## config.mk

```make
export PLATFORM = sky130hd
export DESIGN_NAME = rename_resolver_flat
export DESIGN_NICKNAME = d
export VERILOG_FILES = /design/src/rtl/rename_resolver_pkg.sv /design/src/rtl/rename_resolver_if.sv /design/src/rtl/rename_resolver_bypass.sv /design/src/rtl/rename_resolver.sv /design/src/flat_wrapper.sv
export SDC_FILE = /design/constraint.sdc
export NUM_CORES = 1
export LEC_CHECK = 0
export BUFFER_PORTS_ARGS = -buffer_cell sky130_fd_sc_hd__buf_2
export CORE_MARGIN = 1
export CORE_UTILIZATION = 50
export CTS_CLUSTER_SIZE = 14
export DETAILED_ROUTE_END_ITERATION = 8
export PLACE_DENSITY = 0.81
export SKIP_LAST_GASP = 1
export SLEW_MARGIN = 20
export SYNTH_ARGS = -nofsm -noshare
export SYNTH_HDL_FRONTEND = slang
export SYNTH_HIERARCHICAL = 1
export SYNTH_SLANG_ARGS = --single-unit
export TNS_END_PERCENT = 50
```

## constraint.sdc

```tcl
create_clock -name i_clock -period 1.9 [get_ports i_clock]
set_input_delay 0.19 -clock i_clock [delete_from_list [all_inputs] [get_ports i_clock]]
set_output_delay 0.19 -clock i_clock [all_outputs]
set_load 0.05 [all_outputs]
```

## src/rtl/rename_resolver_pkg.sv

```systemverilog
// Shared definitions for the rename resolve stage.
// - AREG_BITS / PREG_BITS : field widths of the registered lane record.
// - PREG_NONE             : physical register 0, meaning "none/invalid".
// - rename_lane_t         : one lane of the registered output bundle.
package rename_resolver_pkg;

  localparam int AREG_BITS = 5;
  localparam int PREG_BITS = 6;

  localparam logic [PREG_BITS-1:0] PREG_NONE = '0;

  // Output-register record. Its widths follow the package constants, so the
  // AREG_W/PREG_W parameters of the stage must stay at these values.
  typedef struct packed {
    logic                 lane_valid;
    logic [AREG_BITS-1:0] rd;
    logic [PREG_BITS-1:0] prs1;
    logic [PREG_BITS-1:0] prs2;
    logic [PREG_BITS-1:0] prn;
    logic                 tag;
  } rename_lane_t;

endpackage

```

## src/rtl/rename_resolver_if.sv

```systemverilog
// Bundle interface between decode/rename-table query, the resolve stage and
// the issuer.
// - slave  : the resolve stage (consumes i_*, drives o_*).
// - master : the environment driving the stage.
// Signals: input bundle (i_valid/o_ready, per-lane fields and table lookups),
// allocation pops (o_alloc), output bundle (o_valid/i_ready, resolved lanes),
// control (i_halt, i_tag_clear, i_flush) and the sticky o_panic.
interface rename_resolver_if
  import rename_resolver_pkg::*;
#(
  parameter int WIDTH  = 2,
  parameter int AREG_W = AREG_BITS,
  parameter int PREG_W = PREG_BITS
);

  logic                           i_valid;
  logic                           o_ready;
  logic [WIDTH-1:0]               i_lane_valid;
  logic [WIDTH-1:0][AREG_W-1:0]   i_rd;
  logic [WIDTH-1:0][AREG_W-1:0]   i_rs1;
  logic [WIDTH-1:0][AREG_W-1:0]   i_rs2;
  logic [WIDTH-1:0]               i_writes;
  logic [WIDTH-1:0]               i_jumps;
  logic [WIDTH-1:0][PREG_W-1:0]   i_q_rs1;
  logic [WIDTH-1:0][PREG_W-1:0]   i_q_rs2;
  logic [WIDTH-1:0][PREG_W-1:0]   i_q_rn;
  logic [WIDTH-1:0]               o_alloc;
  logic                           o_valid;
  logic                           i_ready;
  logic [WIDTH-1:0]               o_lane_valid;
  logic [WIDTH-1:0][AREG_W-1:0]   o_rd;
  logic [WIDTH-1:0][PREG_W-1:0]   o_prs1;
  logic [WIDTH-1:0][PREG_W-1:0]   o_prs2;
  logic [WIDTH-1:0][PREG_W-1:0]   o_prn;
  logic [WIDTH-1:0]               o_tag;
  logic                           i_halt;
  logic                           i_tag_clear;
  logic                           i_flush;
  logic                           o_panic;

  modport slave (
    input  i_valid, i_lane_valid, i_rd, i_rs1, i_rs2, i_writes, i_jumps,
           i_q_rs1, i_q_rs2, i_q_rn, i_ready, i_halt, i_tag_clear, i_flush,
    output o_ready, o_alloc, o_valid, o_lane_valid, o_rd, o_prs1, o_prs2,
           o_prn, o_tag, o_panic
  );

  modport master (
    output i_valid, i_lane_valid, i_rd, i_rs1, i_rs2, i_writes, i_jumps,
           i_q_rs1, i_q_rs2, i_q_rn, i_ready, i_halt, i_tag_clear, i_flush,
    input  o_ready, o_alloc, o_valid, o_lane_valid, o_rd, o_prs1, o_prs2,
           o_prn, o_tag, o_panic
  );

endinterface

```

## src/rtl/rename_resolver_bypass.sv

```systemverilog
// rename_bypass: combinational intra-bundle source resolution.
// - writes       : per-lane "lane writes a destination" (valid, flagged, rd!=0).
// - rd, rs1, rs2 : architectural registers per lane.
// - q_rs1, q_rs2 : rename-table lookups per lane.
// - q_rn         : destination physical register allocated to each lane.
// - prs1, prs2   : resolved physical sources per lane.
// A source takes the destination of the youngest older lane in the bundle
// that writes the same architectural register; otherwise the table lookup.
// Source register 0 always resolves to physical 0.
module rename_bypass
  import rename_resolver_pkg::*;
#(
  parameter int WIDTH  = 2,
  parameter int AREG_W = AREG_BITS,
  parameter int PREG_W = PREG_BITS
) (
  input  logic [WIDTH-1:0]             writes,
  input  logic [WIDTH-1:0][AREG_W-1:0] rd,
  input  logic [WIDTH-1:0][AREG_W-1:0] rs1,
  input  logic [WIDTH-1:0][AREG_W-1:0] rs2,
  input  logic [WIDTH-1:0][PREG_W-1:0] q_rs1,
  input  logic [WIDTH-1:0][PREG_W-1:0] q_rs2,
  input  logic [WIDTH-1:0][PREG_W-1:0] q_rn,
  output logic [WIDTH-1:0][PREG_W-1:0] prs1,
  output logic [WIDTH-1:0][PREG_W-1:0] prs2
);

  // NOTE: combinational logic uses blocking assignments and gives every output
  // a default before any condition, so no latch can be inferred.
  always_comb begin
    prs1 = q_rs1;
    prs2 = q_rs2;
    for (int j = 1; j < WIDTH; j++) begin
      // Ascending scan: a younger matching lane overrides an older one.
      for (int i = 0; i < j; i++) begin
        if (writes[i] && (rd[i] == rs1[j])) prs1[j] = q_rn[i];
        if (writes[i] && (rd[i] == rs2[j])) prs2[j] = q_rn[i];
      end
    end
    for (int j = 0; j < WIDTH; j++) begin
      if (rs1[j] == '0) prs1[j] = PREG_NONE;
      if (rs2[j] == '0) prs2[j] = PREG_NONE;
    end
  end

endmodule

```

## src/rtl/rename_resolver.sv

```systemverilog
// rename_resolver: N-wide register-rename resolve stage.
// - i_clock, i_reset : clock and asynchronous active-low reset.
// - bus (slave)      : input bundle + table lookups, allocation pops, output
//                      bundle, speculation/flush control and panic.
// Merges table lookups with intra-bundle bypass, allocates destinations,
// tracks one level of branch speculation, registers the bundle behind a
// valid/ready handshake and raises a sticky panic on an illegal bundle or
// on an allocation stall lasting STALL_LIMIT cycles.
module rename_resolver
  import rename_resolver_pkg::*;
#(
  parameter int WIDTH       = 2,
  parameter int AREG_W      = AREG_BITS,
  parameter int PREG_W      = PREG_BITS,
  parameter int STALL_LIMIT = 1024
) (
  input  logic             i_clock,
  input  logic             i_reset,
  rename_resolver_if.slave bus
);

  localparam int              CNT_W   = $clog2(STALL_LIMIT + 1);
  localparam logic [CNT_W-1:0] CNT_MAX = CNT_W'(STALL_LIMIT);

  logic [WIDTH-1:0]             writes;
  logic [WIDTH-1:0]             jump_lane;
  logic [2:0]                   jump_cnt;
  logic                         alloc_stall, jump_stall, illegal, stall;
  logic                         ready, accept, any_jump, seen_jump;
  logic                         tag_active, panic, out_valid;
  logic [CNT_W-1:0]             stall_cnt, stall_cnt_d;
  logic [WIDTH-1:0][PREG_W-1:0] prs1, prs2;
  rename_lane_t                 lane_q [WIDTH];
  rename_lane_t                 lane_d [WIDTH];

  always_comb begin
    writes      = '0;
    jump_lane   = '0;
    jump_cnt    = '0;
    alloc_stall = 1'b0;
    for (int j = 0; j < WIDTH; j++) begin
      writes[j]    = bus.i_lane_valid[j] & bus.i_writes[j] & (bus.i_rd[j] != '0);
      jump_lane[j] = bus.i_lane_valid[j] & bus.i_jumps[j];
      jump_cnt     = jump_cnt + 3'(jump_lane[j]);
      if (writes[j] && (bus.i_q_rn[j] == PREG_NONE)) alloc_stall = 1'b1;
    end
  end

  assign any_jump   = |jump_lane;
  assign jump_stall = (jump_cnt == 3'd1) && tag_active;
  // A bundle with two or more jumps is never accepted; it only raises panic.
  assign illegal    = bus.i_valid && (jump_cnt >= 3'd2);
  assign stall      = alloc_stall | jump_stall | illegal | bus.i_halt |
                      bus.i_flush | panic;
  // Gating with reset keeps o_ready/o_alloc low while reset is held.
  assign ready      = i_reset & (~out_valid | bus.i_ready) & ~stall;
  assign accept     = bus.i_valid & ready;

  assign bus.o_ready = ready;
  assign bus.o_alloc = accept ? writes : '0;
  assign bus.o_valid = out_valid;
  assign bus.o_panic = panic;

  rename_bypass #(
    .WIDTH  (WIDTH),
    .AREG_W (AREG_W),
    .PREG_W (PREG_W)
  ) u_bypass (
    .writes (writes),
    .rd     (bus.i_rd),
    .rs1    (bus.i_rs1),
    .rs2    (bus.i_rs2),
    .q_rs1  (bus.i_q_rs1),
    .q_rs2  (bus.i_q_rs2),
    .q_rn   (bus.i_q_rn),
    .prs1   (prs1),
    .prs2   (prs2)
  );

  // Next output bundle. Jump lanes are non-speculative, lanes behind the first
  // jump are speculative, lanes ahead of it inherit the current speculation.
  always_comb begin
    seen_jump = 1'b0;
    for (int j = 0; j < WIDTH; j++) begin
      lane_d[j].lane_valid = bus.i_lane_valid[j];
      lane_d[j].rd         = bus.i_rd[j];
      lane_d[j].prs1       = prs1[j];
      lane_d[j].prs2       = prs2[j];
      lane_d[j].prn        = writes[j] ? bus.i_q_rn[j] : PREG_NONE;
      if (jump_lane[j])   lane_d[j].tag = 1'b0;
      else if (seen_jump) lane_d[j].tag = 1'b1;
      else                lane_d[j].tag = tag_active;
      seen_jump = seen_jump | jump_lane[j];
    end
  end

  // Watchdog: counts consecutive cycles stuck on an exhausted free list.
  always_comb begin
    stall_cnt_d = '0;
    if (bus.i_valid && alloc_stall && !bus.i_flush)
      stall_cnt_d = (stall_cnt == CNT_MAX) ? stall_cnt : stall_cnt + 1'b1;
  end

  // NOTE: sequential state uses non-blocking assignments only, so every flop
  // samples the values from before the edge regardless of statement order.
  always_ff @(posedge i_clock or negedge i_reset) begin
    if (!i_reset) begin
      out_valid  <= 1'b0;
      tag_active <= 1'b0;
      stall_cnt  <= '0;
      panic      <= 1'b0;
      for (int j = 0; j < WIDTH; j++) lane_q[j] <= '0;
    end else begin
      stall_cnt <= stall_cnt_d;
      if (illegal || (stall_cnt_d == CNT_MAX)) panic <= 1'b1;
      if (bus.i_flush) begin
        out_valid  <= 1'b0;
        tag_active <= 1'b0;
      end else begin
        // A new branch accepted alongside a tag clear stays speculative.
        if (accept && any_jump)   tag_active <= 1'b1;
        else if (bus.i_tag_clear) tag_active <= 1'b0;
        if (accept) begin
          out_valid <= 1'b1;
          for (int j = 0; j < WIDTH; j++) lane_q[j] <= lane_d[j];
        end else begin
          if (bus.i_ready) out_valid <= 1'b0;
          if (bus.i_tag_clear)
            for (int j = 0; j < WIDTH; j++) lane_q[j].tag <= 1'b0;
        end
      end
    end
  end

  always_comb begin
    bus.o_lane_valid = '0;
    bus.o_rd         = '0;
    bus.o_prs1       = '0;
    bus.o_prs2       = '0;
    bus.o_prn        = '0;
    bus.o_tag        = '0;
    for (int j = 0; j < WIDTH; j++) begin
      bus.o_lane_valid[j] = lane_q[j].lane_valid;
      bus.o_rd[j]         = lane_q[j].rd;
      bus.o_prs1[j]       = lane_q[j].prs1;
      bus.o_prs2[j]       = lane_q[j].prs2;
      bus.o_prn[j]        = lane_q[j].prn;
      bus.o_tag[j]        = lane_q[j].tag;
    end
  end

endmodule
```

## src/flat_wrapper.sv

```systemverilog
// flat-port wrapper written by rule: the top's interface ports become plain ports
module rename_resolver_flat import rename_resolver_pkg::*;
#(
  parameter int WIDTH       = 2,
  parameter int AREG_W      = AREG_BITS,
  parameter int PREG_W      = PREG_BITS,
  parameter int STALL_LIMIT = 1024
)
  (i_clock, i_reset, bus_i_valid, bus_i_lane_valid, bus_i_rd, bus_i_rs1, bus_i_rs2, bus_i_writes, bus_i_jumps, bus_i_q_rs1, bus_i_q_rs2, bus_i_q_rn, bus_i_ready, bus_i_halt, bus_i_tag_clear, bus_i_flush, bus_o_ready, bus_o_alloc, bus_o_valid, bus_o_lane_valid, bus_o_rd, bus_o_prs1, bus_o_prs2, bus_o_prn, bus_o_tag, bus_o_panic);
  rename_resolver_if #(.WIDTH(WIDTH), .AREG_W(AREG_W), .PREG_W(PREG_W)) bus_i ();
  input  logic i_clock;
  input  logic i_reset;
  input wire logic [$bits(bus_i.i_valid)-1:0] bus_i_valid;
  input wire logic [$bits(bus_i.i_lane_valid)-1:0] bus_i_lane_valid;
  input wire logic [$bits(bus_i.i_rd)-1:0] bus_i_rd;
  input wire logic [$bits(bus_i.i_rs1)-1:0] bus_i_rs1;
  input wire logic [$bits(bus_i.i_rs2)-1:0] bus_i_rs2;
  input wire logic [$bits(bus_i.i_writes)-1:0] bus_i_writes;
  input wire logic [$bits(bus_i.i_jumps)-1:0] bus_i_jumps;
  input wire logic [$bits(bus_i.i_q_rs1)-1:0] bus_i_q_rs1;
  input wire logic [$bits(bus_i.i_q_rs2)-1:0] bus_i_q_rs2;
  input wire logic [$bits(bus_i.i_q_rn)-1:0] bus_i_q_rn;
  input wire logic [$bits(bus_i.i_ready)-1:0] bus_i_ready;
  input wire logic [$bits(bus_i.i_halt)-1:0] bus_i_halt;
  input wire logic [$bits(bus_i.i_tag_clear)-1:0] bus_i_tag_clear;
  input wire logic [$bits(bus_i.i_flush)-1:0] bus_i_flush;
  output wire logic [$bits(bus_i.o_ready)-1:0] bus_o_ready;
  output wire logic [$bits(bus_i.o_alloc)-1:0] bus_o_alloc;
  output wire logic [$bits(bus_i.o_valid)-1:0] bus_o_valid;
  output wire logic [$bits(bus_i.o_lane_valid)-1:0] bus_o_lane_valid;
  output wire logic [$bits(bus_i.o_rd)-1:0] bus_o_rd;
  output wire logic [$bits(bus_i.o_prs1)-1:0] bus_o_prs1;
  output wire logic [$bits(bus_i.o_prs2)-1:0] bus_o_prs2;
  output wire logic [$bits(bus_i.o_prn)-1:0] bus_o_prn;
  output wire logic [$bits(bus_i.o_tag)-1:0] bus_o_tag;
  output wire logic [$bits(bus_i.o_panic)-1:0] bus_o_panic;
  assign bus_i.i_valid = bus_i_valid;
  assign bus_i.i_lane_valid = bus_i_lane_valid;
  assign bus_i.i_rd = bus_i_rd;
  assign bus_i.i_rs1 = bus_i_rs1;
  assign bus_i.i_rs2 = bus_i_rs2;
  assign bus_i.i_writes = bus_i_writes;
  assign bus_i.i_jumps = bus_i_jumps;
  assign bus_i.i_q_rs1 = bus_i_q_rs1;
  assign bus_i.i_q_rs2 = bus_i_q_rs2;
  assign bus_i.i_q_rn = bus_i_q_rn;
  assign bus_i.i_ready = bus_i_ready;
  assign bus_i.i_halt = bus_i_halt;
  assign bus_i.i_tag_clear = bus_i_tag_clear;
  assign bus_i.i_flush = bus_i_flush;
  assign bus_o_ready = bus_i.o_ready;
  assign bus_o_alloc = bus_i.o_alloc;
  assign bus_o_valid = bus_i.o_valid;
  assign bus_o_lane_valid = bus_i.o_lane_valid;
  assign bus_o_rd = bus_i.o_rd;
  assign bus_o_prs1 = bus_i.o_prs1;
  assign bus_o_prs2 = bus_i.o_prs2;
  assign bus_o_prn = bus_i.o_prn;
  assign bus_o_tag = bus_i.o_tag;
  assign bus_o_panic = bus_i.o_panic;
  rename_resolver #(.WIDTH(WIDTH), .AREG_W(AREG_W), .PREG_W(PREG_W), .STALL_LIMIT(STALL_LIMIT)) u_core (.i_clock(i_clock), .i_reset(i_reset), .bus(bus_i));
endmodule
```

==> Word-level counts from Yosys, hierarchy flattened <==
Cells that the tools add are included.
{ "word_totals": {"regBits": 64, "out_inout_bits": 55, "input_bits": 79} }
{ "op_classes": {"reduce_logical": 25, "n_bitwise": 18, "add_sub_neg": 2, "n_mux": 24, "n_lt_le_gt_ge": 1, "eq_ne": 5} }
{ "ops": {"columns": ["operator", "count"], "rows": [
  ["$mux 6", 8],
  ["$eq 11x11->1 const B", 2],
  ["$mux 11", 2],
  ["$logic_not 5->1", 4],
  ["$mux 1", 13],
  ["$logic_not 6->1", 2],
  ["$add 11x1->11 const B", 1],
  ["$eq 5x5->1", 2],
  ["$reduce_bool 5->1", 2],
  ["$and 1x1->1", 9],
  ["$logic_and 1x1->1", 9],
  ["$or 1x1->1", 6],
  ["$reduce_bool 3->1", 2],
  ["$reduce_and 2->1", 2],
  ["$eq 3x1->1 const B", 1],
  ["$ge 3x2->1 const B", 1],
  ["$not 1->1", 3],
  ["$add 1x1->2", 1],
  ["$mux 2", 1],
  ["$reduce_bool 2->1", 1],
  ["$reduce_or 2->1", 1],
  ["$logic_not 1->1", 1],
  ["$logic_or 1x1->1", 1]
]} }

==> Longest topological paths before layout <==
Gate-level depths: netlist of run 1.
{ "depth": {"depth_word": 16, "mapped_depth": 11, "mapped_depth_nobuf": 8} }

==> Cells and area by module <==
The synthesis of run 1 kept the hierarchy.
{ "modules_own_cells": {"columns": ["mod", "seq_area_each_um2", "area_each_um2", "n_inst", "cells_each"], "rows": [
  ["rename_resolver", 1601.5, 3070.4, 1, 262],
  ["rename_bypass", 0.0, 475.5, 1, 76]
]} }

==> Worst setup path after synthesis of run 1 <==
OpenSTA, ideal clock, no wires.
{ "synth_path": {"kind": "flip-flop to output port", "start": "register u_core.panic, in the netlist u_core/bus.o_panic", "end": "output port bus_o_alloc[0]", "path_slack_ps": -475, "path_stages_with_launch": 8, "t_arrival_ps": 2185, "required_ps": 1710, "path_buffers": 3, "path_cell_list": "dfrtp_1 -> a21oi_1 -> nand4_1 -> nand4bb_1 -> buf_2 -> buf_6 -> buf_2 -> nor2_1"} }
{ "synth_between": {"elab_chain_cells": 5} }
{ "synth_lines": {"columns": ["item", "line", "source"], "rows": [
  ["start, declared", "rename_resolver.sv:30", "logic tag_active, panic, out_valid;"],
  ["start signal, assigned", "rename_resolver.sv:111", "panic <= 1'b0;"],
  ["start signal, assigned", "rename_resolver.sv:115", "if (illegal || (stall_cnt_d == CNT_MAX)) panic <= 1'b1;"],
  ["$or 1x1->1", "rename_resolver.sv:54", "bus.i_flush | panic;"],
  ["$not 1->1", "rename_resolver.sv:56", "assign ready = i_reset & (~out_valid | bus.i_ready) & ~stall;"],
  ["$and 1x1->1", "rename_resolver.sv:56", null],
  ["$and 1x1->1", "rename_resolver.sv:57", "assign accept = bus.i_valid & ready;"],
  ["$mux 2", "rename_resolver.sv:60", "assign bus.o_alloc = accept ? writes : '0;"],
  ["end, declared", "flat_wrapper.sv:28", "output wire logic [$bits(bus_i.o_alloc)-1:0] bus_o_alloc;"]
]} }
No other way between the ends.

==> Worst setup path in the final report of run 1 <==
{ "layout_path": {"start": "register u_core.panic, in the netlist u_core/bus.o_panic", "end": "output port bus_o_alloc[1]"} }
The elaborated chain is that of the path after synthesis.

==> impl_results.md, run 1 <==
- Area Overhead vs Synth: 36.59%
- Final worst-path cycle share: 99.58%
- Grt met2 use: around 44%
- Final nets: 585
- DRT antenna net count: 0
- Max-cap viol count: 0
- # fillers: around 530
- Min Clock Period, post-route: 1.892 ns
- Tot Pwr: 5.221 mW
- GRT Util Overall: 25.08%
- Leak: between 2 and 3 nW
- Slew @ Worst Pin: 0.7783 ns
- Via count: 3106
- Highest Clock Rate: 528.5 MHz
- PortBufs: 133
- Mean Syn Cell Area: 10.51 sq um
- GR Util met1: 29.75%
- I/O pins: 134
- Initial Util: around half
- Setup CP Type: reg2out
- GR Util met3: 6.095%
- Cells after Synth: approximately 340
- Final setup violation count: 0
- Row Count: 30
- PwrDens: 1079 nW/um^2
- Syn Std Cell Area: 3542 sq um
- Die Area: between 7000 and 8000 sq um
- Worst-Skew Late Latency: 0.34 ns
- Slew headroom: 48.12%
- Synthesis Warnings: 6
- Vias in the first global route: just over 3000
- Worst Path Required: 1.71 ns
- Critical path launch point type: flop
- Worst EP arrival: 1.70 ns
- RSZ-0062 raised after global routing: yes
- Core area: 6832 sq um
- Syn nets: 420
- Die X-Extent: 86.17 microns
- Clock tree buffer depth: 2
- IR drop worst, VDD: 0.0007283 V
- CP max FO: 5
- CTS root buf: clkbuf_8
- TritonCTS Buffers: 9
- Finished Core Util: between 70 and 80%
- Largest net degree at the start of global routing: 65
- Crit. End Element: primary output
- DR WL/cell: 14.73 microns
- CTS tree: built
- Final Hold Slack: between 0.06 and 0.07 ns
- Mean number of vias per cell: 5.151
- Final slew viol count: 0
- Htree depth: 3
- Clk sink count: 64
- Die Span Y: about 86 microns
- GRT busiest layer: met2
- First-pass GRT wire length: 14240 microns
- Final HPWL DP: 6369 microns
- Routed WL: ~9000 microns
- Final Wtd Congestion: 0.9214
- DRT Pass-1 Iters: 4
- Starting DRT DRC Count: 145
- Post-CTS Hold Fix Bufs: 0
- Status: finished clean
- Initial antenna violation count: 0
- Setup Skew: 0.007912 ns
- DRC errors left: 0
- Hold violation count in the final report: 0
- Clk slew on worst S/H paths: 0.07 ns
- Hold Crit Class: in2async
- Share of cells above drive strength 1: 46.15%
- Antenna Cells: 0
- Remaining Overflow, GRT: 0
[cell type report]
cell class / instances / area (sq um) / area share, %
multi-input combinational: 247 / 1876 / 38.76
sequential: 64 / 1605 / 33.18
timing repair buffer: 170 / 1001 / 20.69
clock buffer: 13 / 158.9 / 3.284
tap: 96 / 120.1 / 2.483
clock inverter: 3 / 40.04 / 0.8275
inverter: 10 / 37.54 / 0.7758
[registers in the layout, indices dropped and copies added, names as in the netlist]
| signal | flops |
|---|---|
| u_core/bus.o_valid | 1 |
| u_core/bus.o_prn | 12 |
| u_core/bus.o_rd | 10 |
| u_core/bus.o_tag | 2 |
| u_core/bus.o_lane_valid | 2 |
| u_core/bus.o_prs2 | 12 |
| u_core/bus.o_panic | 1 |
| u_core/tag_active | 1 |
| u_core/bus.o_prs1 | 12 |
| u_core/stall_cnt | 11 |
[report_power, final]
part | leakage (nW) | switching (mW) | internal (mW) | total, mW
combinational | 1.61 | 1.46 | 0.730 | 2.19
clock | 0.103 | 0.509 | 0.675 | 1.18
sequential | 0.817 | 0.179 | 1.67 | 1.85
total | 2.53 | 2.15 | 3.07 | 5.22
[per-layer routing]
metal | share of wire, % | vias to the layer above
li1 | - | 1489
met1 | 42 | 1474
met2 | 51 | 131
met3 | 6.2 | 12
met4 | 1.5 | 0
met5 | 0 | -
[critical path, cell delays in order, from the launching register on]
cell       delay (ns)
dfrtp_2          0.41
a21oi_2          0.12
nand4_1          0.15
nand4bb_4        0.28
buf_6            0.16
nor2_4           0.08
buf_8            0.15
[cells in the final DEF, fill, tap and decap left out, types with 6 or more instances in the layout]
cell / count
buf_2: 131
dfrtp_1: 61
nand2_1: 58
mux2_4: 36
buf_4: 34
nor2_1: 21
o21ai_1: 16
xor2_1: 12
nor2b_1: 12
mux2i_1: 12
clkbuf_8: 11
inv_1: 10
nor3_1: 10
nand3_1: 8
xnor2_1: 6
[metrics by stage]
step / setup TNS (ns) / cells / cell area (sq um) / setup slack (ns)
final: 0 / 603 / 4838 / 0.007994
after global routing: -0.1930 / 603 / 4838 / -0.06653
after CTS: 0 / 602 / 4800 / 0.01337
after detailed placement: -5.660 / 576 / 4466 / -0.1977
after global placement: -4.079 / 576 / 4466 / -0.1598
after floorplan: -0.06109 / 337 / 3580 / -0.04134
[path summary, 6_finish.rpt]
check / startpoint / endpoint / slack [ns] / depth (start not counted)
min reg2reg: u_core/bus.o_prn[8]$_DFFE_PN0P_ / u_core/bus.o_prn[8]$_DFFE_PN0P_ / 0.48 / 2
min in group i_clock: bus_i_q_rn[11] / u_core/bus.o_prn[11]$_DFFE_PN0P_ / 0.09 / 3
max reg2reg: u_core/bus.o_panic$_DFFE_PN0P_ / u_core/bus.o_prs2[9]$_DFFE_PN0P_ / 0.08 / 6
min: i_reset / u_core/bus.o_prn[11]$_DFFE_PN0P_ / 0.06 / 2
max in group asynchronous: i_reset / u_core/stall_cnt[0]$_DFF_PN0_ / 1.29 / 2
max: u_core/bus.o_panic$_DFFE_PN0P_ / bus_o_alloc[1] / 0.008 / 6
[timing repair]
action                                  4_1_cts  5_1_grt
gates resized for setup                       8        6
gates cloned                                  1        0
setup buffers                                 9        2
endpoints found under the setup margin        2       27
pin swaps                                     3        0
Note: power is estimated with default switching activity, not from simulation.
==> inputs of run 2 (changes only) <==
- BUFFER_PORTS_ARGS: -buffer_cell sky130_fd_sc_hd__buf_2 -> -buffer_cell sky130_fd_sc_hd__clkbuf_2
- CORE_ASPECT_RATIO: unset -> 1.4
==> run 2 against run 1 <==
Count of clock-buffer cells in the layout is 3 lower. Cell area is 1.4% lower. Combinational power is 2% lower. Sequential cell count stayed put. Critical path depth is 2 higher. Global-route usage is 0.067 points lower. Largest cell class unchanged. Highest routed layer unchanged.
==> impl_results.md, run 2 (synthesis gave the netlist of run 1 again) <==
- Final Wtd Congestion: 0.8722
- Die X-Extent: 73.14 microns
- Initial Util: 52.87%
- Area Overhead vs Synth: 34.69%
- Final HPWL DP: 6736 microns
- Post-CTS Hold Fix Bufs: 0
- Die Area: 7430 sq um
- Largest net degree at the start of global routing: 65
- Hold Crit Class: in2async
- PortBufs: 133
- Final nets: 582
- Most common cell after layout, fill and taps aside: clkbuf_2
- Initial antenna violation count: 0
- # fillers: 501
- Worst EP arrival: around 1.7 ns
- TritonCTS Buffers: 9
- Setup CP Type: in2out
- Clk sink count: 64
- CTS root buf: clkbuf_8
- Setup Skew: 0.01198 ns
- Worst Path Required: between 1.5 and 2 ns
- Worst R2R Start: u_core/stall_cnt[1]$_DFF_PN0_
- Final setup violation count: 0
- End of the critical path: bus_o_ready
- Share of cells above drive strength 1: a little under half
- Worst-Skew Late Latency: roughly 0.34 ns
- DRC errors left: 0
- Vias in the first global route: between 2000 and 3000
- GRT Util Overall: between 20% and 30%
- Htree depth: 3
- Clk slew on worst S/H paths: 0.07 ns
- PwrDens: 1061 nW/um^2
- Worst Setup SP: bus_i_rd[0]
- Max-cap viol count: 0
- Row Count: 35
- Core area: 6700 sq um
- Slew @ Worst Pin: around 0.80 ns
- Leak: 2.492 nW
- First-pass GRT wire length: 13890 microns
- DRT Pass-1 Iters: 4
- Clock tree buffer depth: 2
- Antenna Cells: 0
- Slack of the worst reg-to-reg path: ~0.07 ns
- Final worst-path cycle share: 98.31%
- Most frequent cells in the layout: clkbuf_2 (130), dfrtp_1 (63), nand2_1 (58)
- I/O pins: 134
- Final slew viol count: 0
- R2R depth: 7
- CP max FO: 3
- Status: finished clean
- IR drop worst, VDD: 0.0008364 V
- Slew headroom: a little under half
- CTS tree: built
- Starting DRT DRC Count: ~210
- Die Span Y: 101.6 microns
- Routed WL: 8815 microns
- Critical path launch point type: primary input
- Highest Clock Rate: 535.4 MHz
- Min Clock Period, post-route: roughly 1.9 ns
- Mean number of vias per cell: 5.180
- Hold violation count in the final report: 0
- DR WL/cell: approximately 15 microns
- Tot Pwr: 5.060 mW
- Reg-to-Reg End: u_core/bus.o_panic$_DFFE_PN0P_
- DRT antenna net count: 0
- RSZ-0062 raised after global routing: yes
- Crit. End Element: primary output
- Via count: a little over 3000
- Setup TNS: 0 ns
- Remaining Overflow, GRT: 0
run 2: area by class of cell:
type	count	area, sq um	share of cell area [%]
multi-input combinational	247	1842	38.60
clock inverter	6	42.54	0.8917
clock buffer	10	137.6	2.885
inverter	10	37.54	0.7868
sequential	64	1603	33.60
tap	92	115.1	2.413
timing repair buffer	167	993.5	20.82
run 2: worst min path at each step:
stage                     cells past startpoint  slack (ns)                                     end             from
after floorplan                               0       -0.11  u_core/bus.o_lane_valid[0]$_DFFE_PN0P_          i_reset
after global placement                        2        0.40           u_core/tag_active$_DFFE_PN0P_  bus_i_tag_clear
after detailed placement                      2        0.41           u_core/tag_active$_DFFE_PN0P_  bus_i_tag_clear
after CTS                                     2        0.04           u_core/tag_active$_DFFE_PN0P_  bus_i_tag_clear
after global routing                          3        0.04        u_core/bus.o_prn[11]$_DFFE_PN0P_   bus_i_q_rn[11]
final                                         2        0.04           u_core/stall_cnt[0]$_DFF_PN0_          i_reset
run 2: power by group:
part	switching, mW	leakage, nW	total, mW	internal [mW]
Clock	0.543	0.0887	1.05	0.510
Sequential	0.193	0.820	1.86	1.67
Combinational	1.45	1.58	2.15	0.700
run 2: worst max-delay path, stage by stage:
cell and delay, ns:
clkbuf_2 0.09, or4_4 0.55, o2111ai_2 0.26, buf_4 0.16
nand2_1 0.05, nor2_1 0.11, buf_4 0.13, buf_12 0.13
run 2: layer usage:
metal | global-route usage [%] | share of wire (%) | up-vias
met4 | 9.201 | 1.8 | 0
met5 | 0 | 0 | -
met1 | 28.59 | 40 | 1458
met2 | 44.16 | 52 | 128
met3 | 6.766 | 6.5 | 12
li1 | - | - | 1489
run 2: through the flow:
step | hold WS (ns) | cell area, sq um | util, % | cells | worst slack, ns
after global placement | 0.4025 | 4541 | 67.77 | 577 | -0.1150
final | 0.04317 | 4771 | 71.20 | 596 | 0.03211
after floorplan | -0.1056 | 3580 | - | 337 | -0.04134
after detailed placement | 0.4113 | 4541 | 67.77 | 577 | -0.1349
after global routing | 0.04472 | 4771 | 71.20 | 596 | -0.07617
after CTS | 0.03750 | 4743 | 70.79 | 593 | -0.01468
run 2: what timing repair did:
item,4_1_cts,5_1_grt
gates resized for setup,5,2
pin swaps,1,3
endpoints found under the setup margin,3,4
setup buffers,0,3
gates cloned,0,0
